`src/rtl/tdm_demux4.sv`:
```
// 1-to-4 time-division demultiplexer: steers a framed serial sample stream into
// four registered channel outputs, tracking frame alignment with a hunt/lock FSM.
module tdm_demux4 #(
  parameter int WIDTH = 8
) (
  input  logic             clk,
  input  logic             rst_n,
  input  logic [WIDTH-1:0] din,
  input  logic             din_valid,
  input  logic             frame,
  output logic [WIDTH-1:0] y0,
  output logic [WIDTH-1:0] y1,
  output logic [WIDTH-1:0] y2,
  output logic [WIDTH-1:0] y3,
  output logic [3:0]       yv,
  output logic             frame_done,
  output logic             sync_err,
  output logic             locked
);

  typedef enum logic {
    HUNT = 1'b0,
    LOCK = 1'b1
  } state_t;

  state_t                  state_q, state_d;
  logic [1:0]              slot_q, slot_d;
  logic [3:0]              yv_q, yv_d;
  logic                    frame_done_q, frame_done_d;
  logic                    sync_err_q, sync_err_d;
  logic [3:0]              wr_en;
  logic [3:0][WIDTH-1:0]   y_q;

  always_comb begin
    state_d      = state_q;
    slot_d       = slot_q;
    wr_en        = 4'b0000;
    frame_done_d = 1'b0;
    sync_err_d   = 1'b0;

    if (din_valid) begin
      case (state_q)
        HUNT: begin
          if (frame) begin
            wr_en   = 4'b0001;
            slot_d  = 2'd1;
            state_d = LOCK;
          end
        end
        LOCK: begin
          if (frame) begin
            // A marker anywhere but slot 0 truncates the old frame and resyncs.
            sync_err_d = (slot_q != 2'd0);
            wr_en      = 4'b0001;
            slot_d     = 2'd1;
          end else if (slot_q == 2'd0) begin
            sync_err_d = 1'b1;
            state_d    = HUNT;
          end else begin
            wr_en        = 4'b0001 << slot_q;
            slot_d       = slot_q + 2'd1;
            frame_done_d = (slot_q == 2'd3);
          end
        end
        default: state_d = HUNT;
      endcase
    end

    yv_d = wr_en;
  end

  always_ff @(posedge clk or negedge rst_n) begin
    if (!rst_n) begin
      state_q      <= HUNT;
      slot_q       <= 2'd0;
      yv_q         <= 4'b0000;
      frame_done_q <= 1'b0;
      sync_err_q   <= 1'b0;
    end else begin
      state_q      <= state_d;
      slot_q       <= slot_d;
      yv_q         <= yv_d;
      frame_done_q <= frame_done_d;
      sync_err_q   <= sync_err_d;
    end
  end

  generate
    for (genvar gi = 0; gi < 4; gi++) begin : g_chan
      logic [WIDTH-1:0] y_d;

      always_comb begin
        y_d = wr_en[gi] ? din : y_q[gi];
      end

      always_ff @(posedge clk or negedge rst_n) begin
        if (!rst_n) begin
          y_q[gi] <= '0;
        end else begin
          y_q[gi] <= y_d;
        end
      end
    end
  endgenerate

  assign y0         = y_q[0];
  assign y1         = y_q[1];
  assign y2         = y_q[2];
  assign y3         = y_q[3];
  assign yv         = yv_q;
  assign frame_done = frame_done_q;
  assign sync_err   = sync_err_q;
  assign locked     = (state_q == LOCK);

endmodule

```
`config.mk`:
```
export PLATFORM = sky130hd
export DESIGN_NAME = tdm_demux4
export DESIGN_NICKNAME = d
export VERILOG_FILES = /design/src/rtl/tdm_demux4.sv
export SDC_FILE = /design/constraint.sdc
export NUM_CORES = 1
export LEC_CHECK = 0
export CAP_MARGIN = 40
export CORE_MARGIN = 3
export CORE_UTILIZATION = 50
export CTS_CLUSTER_SIZE = 25
export DETAILED_ROUTE_END_ITERATION = 16
export GPL_TIMING_DRIVEN = 0
export PLACE_DENSITY = 0.84
export REMOVE_ABC_BUFFERS = 1
export SLEW_MARGIN = 5
export SYNTH_ARGS = -nofsm -noshare
export SYNTH_HDL_FRONTEND = slang
export SYNTH_SLANG_ARGS = --single-unit
```
`constraint.sdc`:
```
create_clock -name clk -period 2 [get_ports clk]
set_input_delay 0.2 -clock clk [delete_from_list [all_inputs] [get_ports clk]]
set_output_delay 0.2 -clock clk [all_outputs]
set_load 0.1 [all_outputs]
```
==> flow_summary.json, run 1 <==
{
  "post_synthesis_cell_type_with_the_largest_combined_area": "dfrtp_1",
  "ys_ff_latch": 40,
  "post_cts_resized": 0,
  "cts-root-to-sink-buffers": 2,
  "post_place_cells": 235,
  "postPlaceCellArea_mm2": 0.002839,
  "count_of_hold_buffers_inserted_by_post_cts_repair": 1,
  "die_height_um": 64.47,
  "fp.dieW_um": 64.47,
  "post_synth_inst_count": 104,
  "cts.htree.levels": 2,
  "gp_congestion": 0.7824,
  "cts_root_buffer": "clkbuf_4",
  "yosysWarnings": 0,
  "outcome": "did not finish",
  "failed_at": "clock tree synthesis (4_1_cts)",
  "detailedPlacementHpwl_mm": 3.610,
  "post_synth_instance_area_mm2": 0.001709,
  "numCtsBuffers": 5,
  "tritoncts_num_sinks": 40,
  "synth.avg_cell_area_um2": 16.43,
  "ys_seq_area_share_pct": 58.57,
  "first_error_line_in_the_log": "[ERROR DPL-0033] detailed placement checks failed during check placement.",
  "synth.distinct_cells": 18,
  "dp_slack_ns": -0.07204,
  "port_buffers": 50,
  "ios": 51,
  "post_synth_top_area_share_pct": 58.57,
  "initial_core_util_pct": 54.21,
  "ys_top_cells_by_area": "dfrtp_1, mux2_4, mux2_2, ha_1, nand2_8",
  "postCtsSetupRepairBufs": 0,
  "row_count": 20
}
## synthesized netlist by cell type
cell type	n
ha_1	5
o2bb2ai_1	1
buf_6	1
nand4b_1	1
nor2_1	2
inv_1	7
and3b_1	1
nor2b_1	1
nand2_8	3
a21oi_1	2
buf_4	2
mux2i_1	1
nand2_1	3
mux2_4	24
a31oi_1	1
o21ai_0	1
mux2_2	8
dfrtp_1	40
## cells by family after synthesis
logic type      count (synthesis)  synth area share, %
flops                          40                58.57
mux                            33                26.94
simple gates                   11                6.004
buf+inv                        10                3.075
compound gates                  5                1.757
fa+ha+maj                       5                3.660
## stage by stage
step	TNS (ns)	util, %
after detailed placement	-1.387	90.04
after global placement	-5.938	70.99
after floorplan	-3.844	-
==> inputs of run 2 (changes only) <==
--- a/config.mk
+++ b/config.mk
@@ -7,11 +7,10 @@
 export LEC_CHECK = 0
 export CAP_MARGIN = 40
 export CORE_MARGIN = 3
-export CORE_UTILIZATION = 50
-export CTS_CLUSTER_SIZE = 25
+export CORE_UTILIZATION = 40
 export DETAILED_ROUTE_END_ITERATION = 16
 export GPL_TIMING_DRIVEN = 0
-export PLACE_DENSITY = 0.84
+export PLACE_DENSITY_LB_ADDON = 0.15
 export REMOVE_ABC_BUFFERS = 1
 export SLEW_MARGIN = 5
 export SYNTH_ARGS = -nofsm -noshare
==> run 2 against run 1 <==
Against the previous run: the run now ends clean; synthesized area unchanged; synthesized cell count unchanged.
==> flow_summary.json, run 2 <==
{
  "outcome": "complete, no violations",
  "final_layout_size_suffix_gt1_share_pct": 41.71,
  "grt_setup_unrepaired": "false",
  "synth_common_cells": "dfrtp_1, mux2_4, mux2_2",
  "report.final.hold_viol_count": 0,
  "count_of_hold_buffers_inserted_by_post_cts_repair": 1,
  "synth.distinct_cells": 18,
  "vias_in_the_first_global_route": 1361,
  "max_slew_margin_pct": 63.39,
  "cts.clk_slew.worst_paths_ns": 0.07,
  "cts_tree": "yes",
  "crit_type": "in2reg",
  "max_stage_delay_ns": 0.63,
  "worstPathRequired_ns": 2.17,
  "post_synth_top_area_share_pct": 58.57,
  "route.detailed.vias_per_inst": 4.622,
  "gp_congestion": 0.7870,
  "drc_errors": 0,
  "initial_core_util_pct": 42.12,
  "start_kind": "primary input",
  "die_height_um": 71.37,
  "cp.depth": 4,
  "dieArea_mm2": 0.005093,
  "synth.avg_cell_area_um2": 16.43,
  "worstHoldPathType": "in2async",
  "cts_root_buffer": "clkbuf_8",
  "fmax_mhz": 576.5,
  "cp_max_fo": 9,
  "port_buffers": 50,
  "timing.critical_path.to_type": "flip-flop",
  "yosysMostFrequentCell": "dfrtp_1",
  "detail_route.first_pass.iterations": 4,
  "async_flop_share_pct": 100.0,
  "fin_crit_sh_pct": 86.74,
  "ys_seq_area_share_pct": 58.57,
  "initial_detailed_routing_violation_count": 36,
  "setup_total_negative_slack_ns": 0,
  "worst-path-buf-inv": 1,
  "cp.arrival_ns": 1.91,
  "numCtsBuffers": 5,
  "row_count": 23,
  "ys_top_cells_by_area": "dfrtp_1, mux2_4, mux2_2, ha_1, nand2_8",
  "final_util_pct": 72.96,
  "post-route-min-period_ns": 1.735,
  "grt_pass1_wl_mm": 6.492,
  "dr_total_vias": 1151,
  "core_region_area_mm2": 0.004058,
  "postCtsSetupRepairBufs": 0,
  "post_synth_instance_area_mm2": 0.001709,
  "worstRegToRegCells": 3,
  "post_synthesis_cell_type_with_the_largest_combined_area": "dfrtp_1",
  "synth_edf_count": 0,
  "fin_area_mm2": 0.002960,
  "globalRoute.totalOverflow": 0,
  "post_synth_inst_count": 104,
  "slew_viol_final": 0,
  "ios": 51,
  "final_cell_mix": "clkdlybuf4s50_1, dfrtp_1, buf_8, mux2_4, mux2_2",
  "postSynth.topFlopCell": "dfrtp_1",
  "initial_antenna_violation_count": 0,
  "ys_ff_latch": 40,
  "antenna_cells_inserted": 0,
  "worst_hold_margin_ns": 0.4057,
  "critical-path-top-delay-family": "simple AND/OR/NAND/NOR gates",
  "maxCapViolations": 0,
  "tightest_slew_ns": 0.5491,
  "clk-insertion-delay-late_ns": 0.29,
  "slowest_cell_on_crit_path": "clkdlybuf4s50_1",
  "nets": 216,
  "global_route.usage.total_pct": 16.72,
  "timing.critical_path.cells": "clkdlybuf4s50_1, and3b_1, nand2_8, mux2_4",
  "tritoncts_num_sinks": 40,
  "fp.dieW_um": 71.37,
  "detail_route.wl_per_cell_um": 15.03,
  "synthToLayoutAreaGrowth_pct": 73.21,
  "skew_ns": 0.006068,
  "post_cts_resized": 0,
  "postPlaceCellArea_mm2": 0.002854,
  "drt-total-wl_mm": 3.742,
  "cts.htree.levels": 2,
  "yosysWarnings": 0,
  "detailedPlacementHpwl_mm": 2.794,
  "ant_nets": 0,
  "grt_max_degree": 24,
  "timing.final.setup_violations": 0,
  "cts-root-to-sink-buffers": 2,
  "final_common_cell": "clkdlybuf4s50_1"
}
==> run 2: cell counts after synthesis <==
Identical to the previous run, type by type.
==> run 2: path summary, 6_finish.rpt <==
| kind | from | end | slack, ns |
|---|---|---|---|
| min in group clk | y3[0] | y3[0] | 0.51 |
| max | din_valid | y3[4] | 0.27 |
| max reg2reg | locked | y3[4] | 0.38 |
| max in group asynchronous | rst_n | y3[5] | 1.13 |
| min | rst_n | y3[3] | 0.41 |
| min reg2reg | y3[0] | y3[0] | 0.51 |
==> run 2: logic make-up (layout without fill, tap and decap cells) <==
family                   count (synthesis)  in the layout  share of synthesized area (%)
buffers and inverters                   10            105                          3.075
AND/OR/NAND/NOR                         11             11                          6.004
flip-flops                              40             40                          58.57
AO/OA/AOI/OAI                            5              5                          1.757
multiplexers                            33             33                          26.94
adder cells (fa/ha/maj)                  5              5                          3.660
==> run 2: worst register-to-register path: cells and delay by family (launching register included) <==
family / cells / cell delay [ns]
flip-flops: 1 / 0.45
multiplexers: 1 / 0.33
AND/OR/NAND/NOR: 2 / 0.73
==> run 2: area by class of cell <==
cell class	count	area, µm²
timing repair buffer	91	1119
fill	258	1097
sequential	40	1001
multi-input combinational	54	655.6
clock buffer	7	96.34
tap	50	62.56
inverter	7	26.28
==> run 2: per-layer routing <==
metal  vias up  wire (µm)  GRT usage, %
li1        541          -             -
met1       558       1536         19.43
met2        43       1902         27.96
met3         9        230         5.891
met4         0         72         7.098
met5         -          0             0
==> run 2: through the flow <==
step,cells,setup slack (ns)
6_report,249,0.2653
5_1_grt,249,0.2151
4_1_cts,249,0.2692
3_5_place_dp,241,-0.04272
3_3_place_gp,201,-0.2222
2_1_floorplan,101,-0.1602
Power of run 2 is left out: the tool's default activity adds up to more than one toggle a clock period on the data nets, which glitch-free logic cannot reach.
